===== src/rtl/rsa_const_calc.sv =====
`default_nettype none
// +--------------------------------------------------------------------------+
// | Module      : rsa_const_calc                                             |
// | Description : Iterative Montgomery constant generator. Computes          |
// |               Const = 2^(2*WIDTH) mod P with a shift-and-conditional-    |
// |               subtract loop, one bit per clock, and holds the result     |
// |               until the next computation. Even or zero moduli complete   |
// |               immediately with err set.                                  |
// | Revision    : 1.0 - initial release                                      |
// +--------------------------------------------------------------------------+
module rsa_const_calc #(
   parameter int WIDTH = 8
) (
   input  logic             clk,
   input  logic             rstb,
   input  logic             ena,
   input  logic             start,
   input  logic [WIDTH-1:0] P,
   output logic [WIDTH-1:0] const_out,
   output logic             busy,
   output logic             done,
   output logic             err
);

   // Remainder register is one bit wider than the modulus.
   localparam int RW = WIDTH + 1;
   // Iteration counter must hold values up to 2*WIDTH-1 with headroom.
   localparam int CNT_W = $clog2(2 * WIDTH) + 1;
   // Counter value of the final iteration.
   localparam logic [CNT_W-1:0] CNT_LAST = CNT_W'(2 * WIDTH - 1);

   typedef enum logic [1:0] {
      S_IDLE = 2'd0,
      S_CALC = 2'd1,
      S_FIN  = 2'd2
   } state_t;

   state_t             state_q,  state_d;
   logic [RW-1:0]      r_q,      r_d;
   logic [CNT_W-1:0]   cnt_q,    cnt_d;
   logic [WIDTH-1:0]   p_reg_q,  p_reg_d;
   logic               inv_q,    inv_d;
   logic [WIDTH-1:0]   const_q,  const_d;
   logic               done_q,   done_d;
   logic               err_q,    err_d;

   // Shifted remainder. Because r < p_reg always holds, the top bit of this
   // vector is always zero; it exists only so the full r register feeds it.
   logic [WIDTH+1:0]   t;
   logic               t_ge_p;

   // State register: synchronous active-low reset, ena freezes everything.
   always_ff @(posedge clk) begin
      if (!rstb) begin
         state_q <= S_IDLE;
         r_q     <= '0;
         cnt_q   <= '0;
         p_reg_q <= '0;
         inv_q   <= 1'b0;
         const_q <= '0;
         done_q  <= 1'b0;
         err_q   <= 1'b0;
      end else if (ena) begin
         state_q <= state_d;
         r_q     <= r_d;
         cnt_q   <= cnt_d;
         p_reg_q <= p_reg_d;
         inv_q   <= inv_d;
         const_q <= const_d;
         done_q  <= done_d;
         err_q   <= err_d;
      end
   end

   // One reduction step: double the remainder and subtract p_reg if it fits.
   always_comb begin
      t      = {r_q, 1'b0};
      t_ge_p = (t >= {2'b00, p_reg_q});
   end

   // Next-state and datapath control for the IDLE / CALC / FIN sequence.
   always_comb begin
      state_d = state_q;
      r_d     = r_q;
      cnt_d   = cnt_q;
      p_reg_d = p_reg_q;
      inv_d   = inv_q;
      const_d = const_q;
      err_d   = err_q;
      done_d  = 1'b0;

      case (state_q)
         S_IDLE: begin
            if (start) begin
               p_reg_d = P;
               err_d   = 1'b0;
               cnt_d   = '0;
               if (!P[0]) begin
                  // Zero or even modulus: no Montgomery constant exists.
                  inv_d   = 1'b1;
                  state_d = S_FIN;
               end else begin
                  inv_d   = 1'b0;
                  // P==1 starts from 0 so the remainder stays below p_reg.
                  r_d     = (P == WIDTH'(1)) ? RW'(0) : RW'(1);
                  state_d = S_CALC;
               end
            end
         end

         S_CALC: begin
            r_d   = t_ge_p ? RW'(t - {2'b00, p_reg_q}) : RW'(t);
            cnt_d = cnt_q + CNT_W'(1);
            if (cnt_q == CNT_LAST) begin
               state_d = S_FIN;
            end
         end

         S_FIN: begin
            done_d = 1'b1;
            if (inv_q) begin
               const_d = '0;
               err_d   = 1'b1;
            end else begin
               const_d = r_q[WIDTH-1:0];
               err_d   = 1'b0;
            end
            state_d = S_IDLE;
         end

         default: begin
            state_d = S_IDLE;
         end
      endcase
   end

   // Output mapping; busy covers both the iteration and completion states.
   always_comb begin
      busy      = (state_q != S_IDLE);
      const_out = const_q;
      done      = done_q;
      err       = err_q;
   end

endmodule
`default_nettype wire


===== config.mk =====
export PLATFORM = sky130hd
export DESIGN_NAME = rsa_const_calc
export DESIGN_NICKNAME = d
export VERILOG_FILES = /design/src/rtl/rsa_const_calc.sv
export SDC_FILE = /design/constraint.sdc
export NUM_CORES = 1
export LEC_CHECK = 0
export BUFFER_PORTS_ARGS = -buffer_cell sky130_fd_sc_hd__buf_4
export CAP_MARGIN = 20
export CORE_MARGIN = 1.5
export CORE_UTILIZATION = 40
export DETAILED_ROUTE_END_ITERATION = 6
export PLACE_DENSITY = 0.62
export RECOVER_POWER = 50
export SETUP_SLACK_MARGIN = 0.1
export SLEW_MARGIN = 40
export SYNTH_ARGS = -nofsm -noshare
export SYNTH_HDL_FRONTEND = slang
export SYNTH_SLANG_ARGS = --single-unit
export TNS_END_PERCENT = 20

===== constraint.sdc =====
create_clock -name clk -period 2.3 [get_ports clk]
set_input_delay 0.575 -clock clk [delete_from_list [all_inputs] [get_ports clk]]
set_output_delay 0.575 -clock clk [all_outputs]
set_load 0.005 [all_outputs]

* Word-level counts from Yosys, hierarchy flattened
Index checks and enable logic that the tools add are counted. Widths: inputs -> output; s select.
Cells by class: add/sub/neg operators 2, multiply operators 0, divide/modulo/power cells 0, order comparisons 1, equal/unequal tests 7, shifts and indexed selects 0, mux-type cells 17, bitwise logic cells 0, reduce and logical (&&, ||, !) cells 10
Operators by type and width (count):
- $mux 9 | 3
- $pmux 9 s2 | 1
- $reduce_and 3->1 | 4
- $ge 10x8->1 | 1
- $pmux 5 s2 | 1
- $sub 9x8->9 | 1
- $eq 8x1->1 const B | 1
- $mux 8 | 1
- $mux 2 | 3
- $ne 2x2->1 const B | 3
- $reduce_bool 2->1 | 3
- $add 5x1->5 const B | 1
- $eq 5x4->1 const B | 1
- $mux 1 | 5
- $mux 5 | 1
- $pmux 2 s2 | 1
- $reduce_and 4->1 | 1
- $eq 2x1->1 const B | 1
- $eq 2x2->1 const B | 1
- $logic_not 2->1 | 1
- $pmux 1 s2 | 1
- $reduce_and 2->1 | 1
Storage, ports and cells: bits in registers 35, bits in latches 0, memory bits (writable) 0, ROM bits 0, input bits 12, word-level logic and storage cells 45, memories kept 0

* Logic depth before layout (Yosys ltp)
depth in word-level cells 5, gate-level depth with buffers 8, mapped depth without buffers 8

* Least setup slack after synthesis
OpenSTA, ideal clock, no wires.
path type reg-to-reg, start reg p_reg_q[2], end reg r_q[6], arrival time 1.879 ns, required time 2.238 ns, slack 0.359 ns, stages on the path, launching flop included 9, path buffers 0, cells stage by stage dfxtp_1 > inv_1 > ha_1 > nor2b_4 > o31a_1 > o21a_1 > o21a_1 > or4_1 > nand3_1
On the way: longest elaborated chain between the ends 3
Ends and longest elaborated chain:
- start, declared | line 41 | logic [WIDTH-1:0] p_reg_q, p_reg_d;
- start signal, assigned | line 67 | p_reg_q <= p_reg_d;
- $sub 9x8->9 or $ge 10x8->1 (tied branches) | line 112, 78
- $mux 9 * | line 112 | r_d = t_ge_p ? RW'(t - {2'b00, p_reg_q}) : RW'(t);
- $pmux 9 s2 * | line 92 | case (state_q)
- end signal, assigned | line 65 | r_q <= r_d;
- end, declared | line 39 | logic [RW-1:0] r_q, r_d;
Every way passes the cells marked *; elsewhere a longest branch is shown, timed or not. A chain may end at the register's enable or synchronous reset.

* Final worst setup path
start reg r_q[1], end reg r_q[6]
On the way: longest elaborated chain between the ends 3
Ends and longest elaborated chain (line):
- $sub 9x8->9 or $ge 10x8->1 (tied branches) | 112, 78
- $mux 9 * | 112
- $pmux 9 s2 * | 92
Marked as above.

==> impl_metrics.tcl <==
set metrics [dict create \
    h-tree-depth 2 \
    drt_iter0_markers 92 \
    layout.nets 276 \
    finalSetupTns_ns 0 \
    dieArea_sq_um 5271 \
    leakagePower_nw 0.8751 \
    cpPeakStageDelay_ns 0.49 \
    worstPathRequired_ns 2.53 \
    powerDensity_nw_per_um2 680.4 \
    cp-end-kind "register" \
    die_x_um 72.61 \
    critical_path_class "reg -> reg" \
    syn_nets 254 \
    ys_seq_area_share_pct 36.15 \
    worstHoldStart "p_reg_q[3]" \
    syn2layout_area_growth_pct 16.91 \
    cts-buffers-inserted 5 \
    min_path_type "reg -> reg" \
    slew_viol_final 0 \
    ys_seq_elements 35 \
    cp.arrival_ns 2.41 \
    path_max_fanout 5 \
    syn_area_sq_um 1938 \
    fmax_ghz 0.4592 \
    clk_latency_ns 0.29 \
    yosys_warnings 0 \
    num_antenna_cells 0 \
    clock_path_buffers 2 \
    min_path_cells 2 \
    pwr-share-clk_pct 36.3 \
    clk_pin_slew_worst_paths_ns 0.08 \
    drive_above_1_share_pct 16.14 \
    ir_worst_vdd_mv 0.4458 \
    timing.final.crit_share_pct 94.68 \
    grt_pass1_wl_mm 7.038 \
    io_pins 23 \
    yosysTopAreaCell "dfxtp_1" \
    grt_overflow 0 \
    cts_tree "built" \
    maxSlewHeadroom_pct 53.03 \
    reg2reg_to "r_q[6]" \
    grt_pass1_vias 1511 \
    start_util_pct 41.31 \
    slowest_stage "or4_1" \
    fin_skew_ns 0.01015 \
    syn_area_per_cell_sq_um 8.390 \
    hold_buffers 0 \
    root_buffer "clkbuf_8" \
    worst_path_most_repeated_cell "o21a_1" \
    p_int_mw 1.106 \
    cap_violations 0 \
    grt.total_usage_pct 17.10 \
    placed_cell_area_sq_um 2161 \
    yosysUniqueCellTypes 46 \
    yosys-top-cells-area "dfxtp_1 (36%), ha_1 (6.5%), nand2_1 (5.8%), nor2b_1 (5.2%), a21oi_1 (4.1%)" \
    via_per_inst 5.299 \
    combPwrFrac_pct 21.8 \
    synth_top_area_share_pct 36.15 \
    cts.sinks 35 \
    r2r_setup_slack_ns 0.12 \
    hold_viol 0 \
    drt-pass1-iter-count 4 \
    final_util_pct 48.29 \
    wire_per_inst_um 13.37 \
    async_flop_share_pct 0 \
    vias 1632 \
    synth_edf_count 0 \
    numPortBuffers 22 \
    num_rows 25 \
    sw_frac_of_total_pct 28.26 \
    switching_power_mw 0.4356 \
    grt_max_degree 30 \
    design_area_sq_um 2266 \
    yosys-top-cells-count "dfxtp_1 (35), nand2_1 (30), a21oi_1 (16), nor2b_1 (16), inv_1 (13)" \
    ant_nets 0 \
    die_h_um 72.61 \
    holdPathEnd "p_reg_q[3]" \
    fin_crit_ns 2.178 \
    grt_antenna_before_repair 0 \
    rr_worst_depth 7 \
    post_cts_buffers 0 \
    netlist_instances 231 \
    rsz0062_at_grt "true" \
    cp-start-kind "register" \
    tightest_slew_ns 0.7046 \
    setup_viol 0 \
    hpwl_mm 3.046 \
    drt-total-wl_mm 4.118 \
    ctsResizeCount 0 \
    drc 0 \
    routabilityCongestion 0.8451 \
    seqPwrFrac_pct 41.9 \
    yosysMostFrequentCell "dfxtp_1" \
    core-area_sq_um 4692 \
    r2r_start "r_q[1]" \
    ys.flop_type "dfxtp_1" \
    outcome "complete, no violations" \
    path_cells "ha_1 -> nor2b_4 -> o31a_1 -> o21a_1 -> o21a_1 -> or4_1 -> nand3_1" \
]
[how the worst max path moves through the flow]
stage / start / endpoint / slack [ns]
finish: r_q[1] / r_q[6] / 0.12
CTS: r_q[1] / r_q[6] / 0.14
detailed placement: p_reg_q[2] / r_q[6] / 0.16
floorplan: p_reg_q[2] / r_q[6] / 0.36
global placement: r_q[1] / r_q[6] / 0.14
global route: r_q[1] / r_q[5] / 0.04
[metrics by stage]
step | worst slack (ns) | power (mW) | std cells | hold WS (ns)
2_1_floorplan | 0.3591 | 0.9171 | 231 | 0.4435
3_3_place_gp | 0.1368 | 0.9940 | 300 | 0.4522
3_5_place_dp | 0.1606 | 0.9946 | 300 | 0.4602
4_1_cts | 0.1381 | 1.555 | 308 | 0.4714
5_1_grt | 0.03698 | 1.615 | 308 | 0.4905
6_report | 0.1223 | 1.542 | 308 | 0.4679
[registers in the layout, summed over array words and instances, names as in the netlist]
name / flops
done: 1
state_q: 2
err: 1
p_reg_q: 8
cnt_q: 5
const_out: 8
inv_q: 1
r_q: 9
[worst max-delay path: cells and delay by family (launching register included)]
kind            cells  cell delay [ns]
fa+ha+maj           1             0.40
simple gates        3             0.76
compound gates      3             0.61
flops               1             0.36
[cell families after synthesis]
family,after synthesis,synth area share (%)
simple gates,89,25.37
compound gates,58,19.75
flops,35,36.15
buf+inv,25,4.971
fa+ha+maj,11,7.489
xor+xnor,7,3.163
mux,6,3.099
[cells in the final DEF, fill, tap and decap left out, types with 6 or more instances in the layout]
master	Yosys	routed
dfxtp_1	35	35
nand2_1	30	30
nor2b_1	16	16
a21oi_1	16	16
buf_4	0	15
inv_1	13	13
ha_1	10	10
clkbuf_4	0	10
a21boi_0	9	9
nor2_1	9	9
o21ai_0	7	7
nor3b_1	7	7
mux2i_1	6	6
[power by group through the flow]
stage	clock [mW]	combinational (mW)	sequential, mW
CTS	0.572	0.337	0.645
global placement	0	0.335	0.659
global route	0.593	0.373	0.649
detailed placement	0	0.335	0.660
floorplan	0	0.269	0.648
finish	0.560	0.336	0.645
[area by class of cell]
type	count	area, sq um
Clock buffer	5	68.82
Clock inverter	3	43.79
Fill cell	473	2426
Inverter	13	48.80
Multi-Input combinational cell	171	1141
Sequential cell	35	700.7
Tap cell	54	67.56
Timing Repair Buffer	27	195.2
[metal layers]
| metal | GRT usage [%] | share of wire [%] | up-vias | wire [um] |
|---|---|---|---|---|
| met5 | 0 | 0 | - | 0 |
| met4 | 5.660 | 1.0 | 0 | 43 |
| met3 | 3.315 | 2.8 | 4 | 114 |
| met2 | 26.71 | 46 | 25 | 1887 |
| met1 | 23.68 | 50 | 758 | 2072 |
| li1 | - | - | 845 | - |
Note: power is estimated with default switching activity, not from simulation.
